**src/rtl/pwm_pkg.sv**
```systemverilog
// pwm_pkg: shared types for the multi-channel PWM generator.
//   pwm_mode_e : counting mode of the shared period counter
//   dir_e      : count direction used by the center-aligned mode
package pwm_pkg;

  typedef enum logic {
    PWM_EDGE   = 1'b0,
    PWM_CENTER = 1'b1
  } pwm_mode_e;

  typedef enum logic {
    DIR_UP   = 1'b0,
    DIR_DOWN = 1'b1
  } dir_e;

endpackage

```
**src/rtl/pwm_period_ctr.sv**
```systemverilog
// pwm_period_ctr: shared period counter for pwm_multi.
// Holds the active period and mode, walks the counter in edge-aligned or
// center-aligned fashion, and flags the boundary tick where the next period
// starts. Period and mode requests are only taken at a boundary.
// Ports:
//   clk, rst      : clock, synchronous active-high reset
//   enable        : count tick
//   period        : requested top count, sampled at a boundary
//   center        : requested mode (0 edge, 1 center), sampled at a boundary
//   counter       : current counter value
//   period_start  : registered one-clk pulse after each boundary tick
//   boundary      : combinational strobe, high on the boundary tick itself
module pwm_period_ctr
  import pwm_pkg::*;
#(
  parameter int                 WIDTH          = 8,
  parameter logic [WIDTH-1:0]   DEFAULT_PERIOD = {WIDTH{1'b1}}
) (
  input  logic             clk,
  input  logic             rst,
  input  logic             enable,
  input  logic [WIDTH-1:0] period,
  input  logic             center,
  output logic [WIDTH-1:0] counter,
  output logic             period_start,
  output logic             boundary
);

  localparam logic [WIDTH-1:0] ZERO = {WIDTH{1'b0}};
  localparam logic [WIDTH-1:0] ONE  = {{(WIDTH-1){1'b0}}, 1'b1};

  dir_e             dir;
  dir_e             dir_nxt;
  pwm_mode_e        mode_act;
  logic [WIDTH-1:0] period_act;
  logic [WIDTH-1:0] counter_nxt;
  logic             wrap;

  // Next counter/direction and boundary detection for the active mode.
  always_comb begin
    counter_nxt = counter;
    dir_nxt     = dir;
    wrap        = 1'b0;
    if (period_act == ZERO) begin
      // Degenerate period: every tick restarts, direction never leaves up.
      counter_nxt = ZERO;
      dir_nxt     = DIR_UP;
      wrap        = 1'b1;
    end else begin
      case (mode_act)
        PWM_EDGE: begin
          if (counter == period_act) begin
            counter_nxt = ZERO;
            wrap        = 1'b1;
          end else begin
            counter_nxt = counter + ONE;
          end
        end
        PWM_CENTER: begin
          if ((dir == DIR_UP) && (counter != period_act)) begin
            counter_nxt = counter + ONE;
          end else begin
            // At the peak or on the way down. Landing on zero closes the
            // period; with period 1 the peak itself is that step.
            counter_nxt = counter - ONE;
            if (counter == ONE) begin
              dir_nxt = DIR_UP;
              wrap    = 1'b1;
            end else begin
              dir_nxt = DIR_DOWN;
            end
          end
        end
        default: begin
          counter_nxt = ZERO;
          dir_nxt     = DIR_UP;
          wrap        = 1'b1;
        end
      endcase
    end
  end

  assign boundary = enable & wrap;

  // Counter state, period/mode latching at boundaries, period_start pulse.
  always_ff @(posedge clk) begin
    if (rst) begin
      counter      <= ZERO;
      dir          <= DIR_UP;
      period_act   <= DEFAULT_PERIOD;
      mode_act     <= PWM_EDGE;
      period_start <= 1'b0;
    end else begin
      period_start <= boundary;
      if (enable) begin
        counter <= counter_nxt;
        dir     <= dir_nxt;
        if (wrap) begin
          period_act <= period;
          mode_act   <= pwm_mode_e'(center);
        end
      end
    end
  end

endmodule

```
**src/rtl/pwm_multi.sv**
```systemverilog
// pwm_multi: NCH-channel PWM generator sharing one period counter.
// Each channel has an active duty used by the compare and a shadow duty
// loaded through a valid/ready handshake; the shadow bank moves into the
// active bank only at a period boundary so pulses are never truncated.
// Ports:
//   clk, rst      : clock, synchronous active-high reset
//   enable        : count tick
//   period        : requested top count (applied at a boundary)
//   center        : requested mode, 0 edge / 1 center (applied at a boundary)
//   duty_in       : packed duty set, channel i in [i*WIDTH +: WIDTH]
//   duty_valid    : duty_in carries a new set
//   duty_ready    : shadow bank free to accept
//   counter       : current period counter
//   period_start  : one-clk pulse after each boundary tick
//   pwm_out       : registered PWM outputs, one per channel
module pwm_multi
  import pwm_pkg::*;
#(
  parameter int               NCH            = 2,
  parameter int               WIDTH          = 8,
  parameter logic [WIDTH-1:0] DEFAULT_PERIOD = {WIDTH{1'b1}}
) (
  input  logic                 clk,
  input  logic                 rst,
  input  logic                 enable,
  input  logic [WIDTH-1:0]     period,
  input  logic                 center,
  input  logic [NCH*WIDTH-1:0] duty_in,
  input  logic                 duty_valid,
  output logic                 duty_ready,
  output logic [WIDTH-1:0]     counter,
  output logic                 period_start,
  output logic [NCH-1:0]       pwm_out
);

  logic [WIDTH-1:0] active_duty [NCH];
  logic [WIDTH-1:0] shadow_duty [NCH];
  logic             pending;
  logic             accept;
  logic             boundary;
  logic [NCH-1:0]   cmp;

  pwm_period_ctr #(
    .WIDTH          (WIDTH),
    .DEFAULT_PERIOD (DEFAULT_PERIOD)
  ) u_ctr (
    .clk          (clk),
    .rst          (rst),
    .enable       (enable),
    .period       (period),
    .center       (center),
    .counter      (counter),
    .period_start (period_start),
    .boundary     (boundary)
  );

  assign duty_ready = ~pending;
  assign accept     = duty_valid & ~pending;

  // Shadow/active duty banks. Accept needs pending low, so a boundary that
  // consumes the shadow and a new accept never coincide; an accept on a
  // boundary tick with nothing pending waits for the following boundary.
  always_ff @(posedge clk) begin
    if (rst) begin
      pending <= 1'b0;
      for (int i = 0; i < NCH; i++) begin
        active_duty[i] <= {WIDTH{1'b0}};
        shadow_duty[i] <= {WIDTH{1'b0}};
      end
    end else if (boundary && pending) begin
      pending <= 1'b0;
      for (int i = 0; i < NCH; i++) begin
        active_duty[i] <= shadow_duty[i];
      end
    end else if (accept) begin
      pending <= 1'b1;
      for (int i = 0; i < NCH; i++) begin
        shadow_duty[i] <= duty_in[i*WIDTH +: WIDTH];
      end
    end
  end

  for (genvar i = 0; i < NCH; i++) begin : g_ch
    assign cmp[i] = (counter < active_duty[i]);
  end

  // Compare result is registered every clk, independent of enable.
  always_ff @(posedge clk) begin
    if (rst) begin
      pwm_out <= {NCH{1'b0}};
    end else begin
      pwm_out <= cmp;
    end
  end

endmodule
```
**config.mk**
```make
export PLATFORM = sky130hd
export DESIGN_NAME = pwm_multi
export DESIGN_NICKNAME = d
export VERILOG_FILES = /design/src/rtl/pwm_pkg.sv /design/src/rtl/pwm_period_ctr.sv /design/src/rtl/pwm_multi.sv
export SDC_FILE = /design/constraint.sdc
export NUM_CORES = 1
export LEC_CHECK = 0
export ABC_CLOCK_PERIOD_IN_PS = 2800
export BUFFER_PORTS_ARGS = -buffer_cell sky130_fd_sc_hd__buf_2
export CAP_MARGIN = 20
export CORE_UTILIZATION = 55
export CTS_BUF_LIST = sky130_fd_sc_hd__clkbuf_4
export DETAILED_ROUTE_END_ITERATION = 6
export MAX_ROUTING_LAYER = met4
export PLACE_DENSITY = 0.77
export RECOVER_POWER = 100
export SLEW_MARGIN = 20
export SYNTH_ARGS = -nofsm -noshare
export SYNTH_HDL_FRONTEND = slang
export SYNTH_SLANG_ARGS = --single-unit
```
**constraint.sdc**
```tcl
create_clock -name clk -period 2.8 [get_ports clk]
set_input_delay 0.28 -clock clk [delete_from_list [all_inputs] [get_ports clk]]
set_output_delay 0.28 -clock clk [all_outputs]
set_load 0.02 [all_outputs]
```
==> impl_metrics.ini <==
[worst_setup_path]
worstPathMaxFanout = 16
worst_setup_path_start_kind = flop
critPathRequiredTime_ns = 2.89
cp.arrival_ns = 2.49
critical_path_class = reg2reg
worstSetupEndpointType = flop

[yosys]
syn_inst = 266
synth-main-ff-cell = edfxtp_1
async_reset_ff_share_pct = 0
syn_area_um2 = 2870
synth_top_family_by_area = simple AND/OR/NAND/NOR gates
synthAdderAreaFrac_pct = 7.41
yosys_warnings = 0
synth.distinct_cells = 48
synth_compound_area_share_pct = 13.7
yosys.area_share.simple_pct = 18.6
synth_xor_xnor_area_share_pct = 2.44
synth_edf_count = 32
yosysSeqAreaShare_pct = 48.8
synthMuxAreaShare_pct = 3.18
ys_ff_latch = 54
synth_fp_nets = 312
synth_area_per_cell_um2 = 10.8

[floorplanning]
die_area_um2 = 5510
start_util_pct = 58.8
row_count = 25
fp.dieW_um = 74.2
dieHeight_um = 74.2
ioPinCount = 41
core_area_um2 = 4880

[worst_hold_path]
hold_class = in2reg

[power_and_ir_drop]
total_leakage_power_nw = 1.32
p_per_area_nw_per_um2 = 489
total_power_mw = 1.54
irDropWorstVdd_mv = 0.349

[timing]
finalSetupViolCount = 0
finalCritPeriodShare_pct = 85.9
fmax_ghz = 0.416
setup_tns_ns = 0
slew_viol_final = 0
worst_pin_slew_ns = 0.719
skew_ns = 0.0135
rsz0062_at_grt = no
finalCriticalPeriod_ns = 2.41
hold_viol_final = 0
slew_headroom_pct = 51.9

[placed_design]
place_inst = 364
gp_congestion = 0.851
io_buffers = 40
dp_hpwl_um = 3570

[routing]
drc_errors = 0
drtIter0Drc = 94
vias = 1970
viasPerCell = 5.30
first_pass_iters = 6
finalWirelength_um = 4850
ant_nets = 0
wl_per_cell_um = 13.0

[final_layout]
final_nets = 350
drive_gt1_share_pct = 15.7
diodes = 0
fin_util_pct = 64.5
n_fill_cell = 406
syn_to_final_growth_pct = 9.77
final_cells = 372

[cts]
cts_sinks = 54
cts_hold_buf = 0
clk_pin_slew_ns = 0.16
clock_path_buffers = 2
numCtsBuffers = 5
clk_latency_ns = 0.38
cts_root_buffer = clkbuf_4
postCtsSetupBuffers = 0
cts.htree.levels = 2
cts_tree = yes
post_cts_resize_count = 0

[global_route]
grt_pass1_wl_um = 8050
antenna_found_initial = 0
grt.met2_usage_pct = 32.8
grt_use_total_pct = 20.3
met3_usage_pct = 4.07
globalRouteMet1Util_pct = 25.1
grt_pass1_vias = 1776
grt.busiest_layer = met2
overflow = 0
grt_max_degree = 30

[run_status]
status = complete, no violations

[flow_run]
max_cap_violations = 0
==> layout by cell type (no fill, tap or decap), types with 2 or more instances in the layout <==
cell type and instances:
a211o_1 2, dfxtp_1 22, nor2_1 23, a22oi_1 2, mux2i_1 8, inv_1 19, nand3_1 5, buf_4 2
nand2b_1 3, nor4_2 2, o21ai_0 2, a211oi_1 5, nor2b_1 2, ha_1 17, o21ba_1 3, clkbuf_4 5
o21bai_1 4, a31oi_1 2, xor2_1 8, clkbuf_1 12, nand3b_1 3, edfxtp_1 32, a21o_1 7, nor4_1 5
o21a_1 3, nand2_1 9, a21oi_1 8, buf_2 29, nor3_1 2, and2_1 15, o311ai_1 2, and2_0 19
==> through the flow <==
stage | instance area (um2) | hold WS [ns] | setup slack (ns)
floorplan | 2870 | 0.427 | 0.252
global placement | 3090 | 0.501 | 0.538
detailed placement | 3090 | 0.506 | 0.460
CTS | 3170 | 0.150 | 0.419
global route | 3150 | 0.145 | 0.174
finish | 3150 | 0.152 | 0.394
==> worst paths after layout <==
path | start | endpoint | slack, ns | cells past startpoint
setup / recovery | u_ctr.counter[3]$_SDFFE_PP0P_ | active_duty[0][2]$_SDFFCE_PN0P_ | 0.39 | 7
hold / removal | period[4] | u_ctr.period_act[4]$_SDFFE_PP1P_ | 0.15 | 3
setup reg to reg | u_ctr.counter[3]$_SDFFE_PP0P_ | active_duty[0][2]$_SDFFCE_PN0P_ | 0.39 | 7
hold reg to reg | shadow_duty[0][14]$_SDFFCE_PN0P_ | active_duty[0][14]$_SDFFCE_PN0P_ | 0.53 | 1
==> logic make-up (layout without fill, tap and decap cells) <==
family          after synthesis  after routing
buf+inv                      32             71
flops                        54             54
xor+xnor                      8              8
simple gates                 95             95
mux                           9              9
compound gates               51             51
fa+ha+maj                    17             17
==> state kept, by name, indices dropped and copies added, names as in the netlist <==
| register | cells |
|---|---|
| active_duty | 16 |
| shadow_duty | 16 |
| u_ctr.counter | 8 |
| u_ctr.period_act | 8 |
| pwm_out | 2 |
| pending | 1 |
| u_ctr.dir | 1 |
| u_ctr.mode_act | 1 |
| u_ctr.period_start | 1 |
==> critical path: stages (launching register included) <==
cell and delay, ns:
dfxtp_1 0.62, xor2_1 0.15, nor4_2 0.42, a22oi_1 0.18, o21ai_2 0.23, and2_0 0.18, a21o_1 0.12, buf_4 0.21
==> power by group <==
part,switching [mW],internal [mW],leakage (nW),total [mW]
Combinational,0.113,0.0848,0.753,0.198
Sequential,0.0230,0.878,0.517,0.901
Clock,0.247,0.193,0.0458,0.440
==> metal layers <==
layer  routed length, um  up-vias
li1                    -     1016
met1                2210      888
met2                2300       57
met3                 251        9
met4                  84        0
met5                   0        -
==> final cells by class <==
cell class	count	area, um2	share of cell area (%)
tap	67	83.8	2.66
clock inverter	3	47.5	1.51
multi-input combinational	180	1300	41.2
clock buffer	5	37.5	1.19
sequential	54	1400	44.5
inverter	19	71.3	2.26
timing repair buffer	44	210	6.67
==> synthesized netlist by cell type (2+ instances only) <==
library cell  count  share of area (%)
nor2b_1           2               0.44
clkbuf_1          6               0.78
nor4_1            5                1.1
nand2b_1          3               0.65
a31oi_1           2               0.44
o21ai_0           2               0.35
ha_1             17                7.4
dfxtp_1          22                 15
a211o_1           2               0.61
o21a_1            3               0.78
nand2_1           9                1.2
o21bai_1          4                1.0
nor4_2            2               0.87
a21o_1            7                1.8
nor2_1           23                3.0
o21ba_1           3                1.0
and2_1           34                7.4
a22oi_1           2               0.52
inv_1            19                2.5
nand3b_1          3               0.78
o311ai_1          3               0.92
buf_6             5                2.0
edfxtp_1         32                 33
xor2_1            8                2.4
mux2i_1           8                2.8
buf_4             2               0.52
nor3_1            2               0.35
a211oi_1          5                1.3
nand3_1           5               0.87
a21oi_1           8                1.4
No activity file was read; power rests on OpenSTA's default activity.
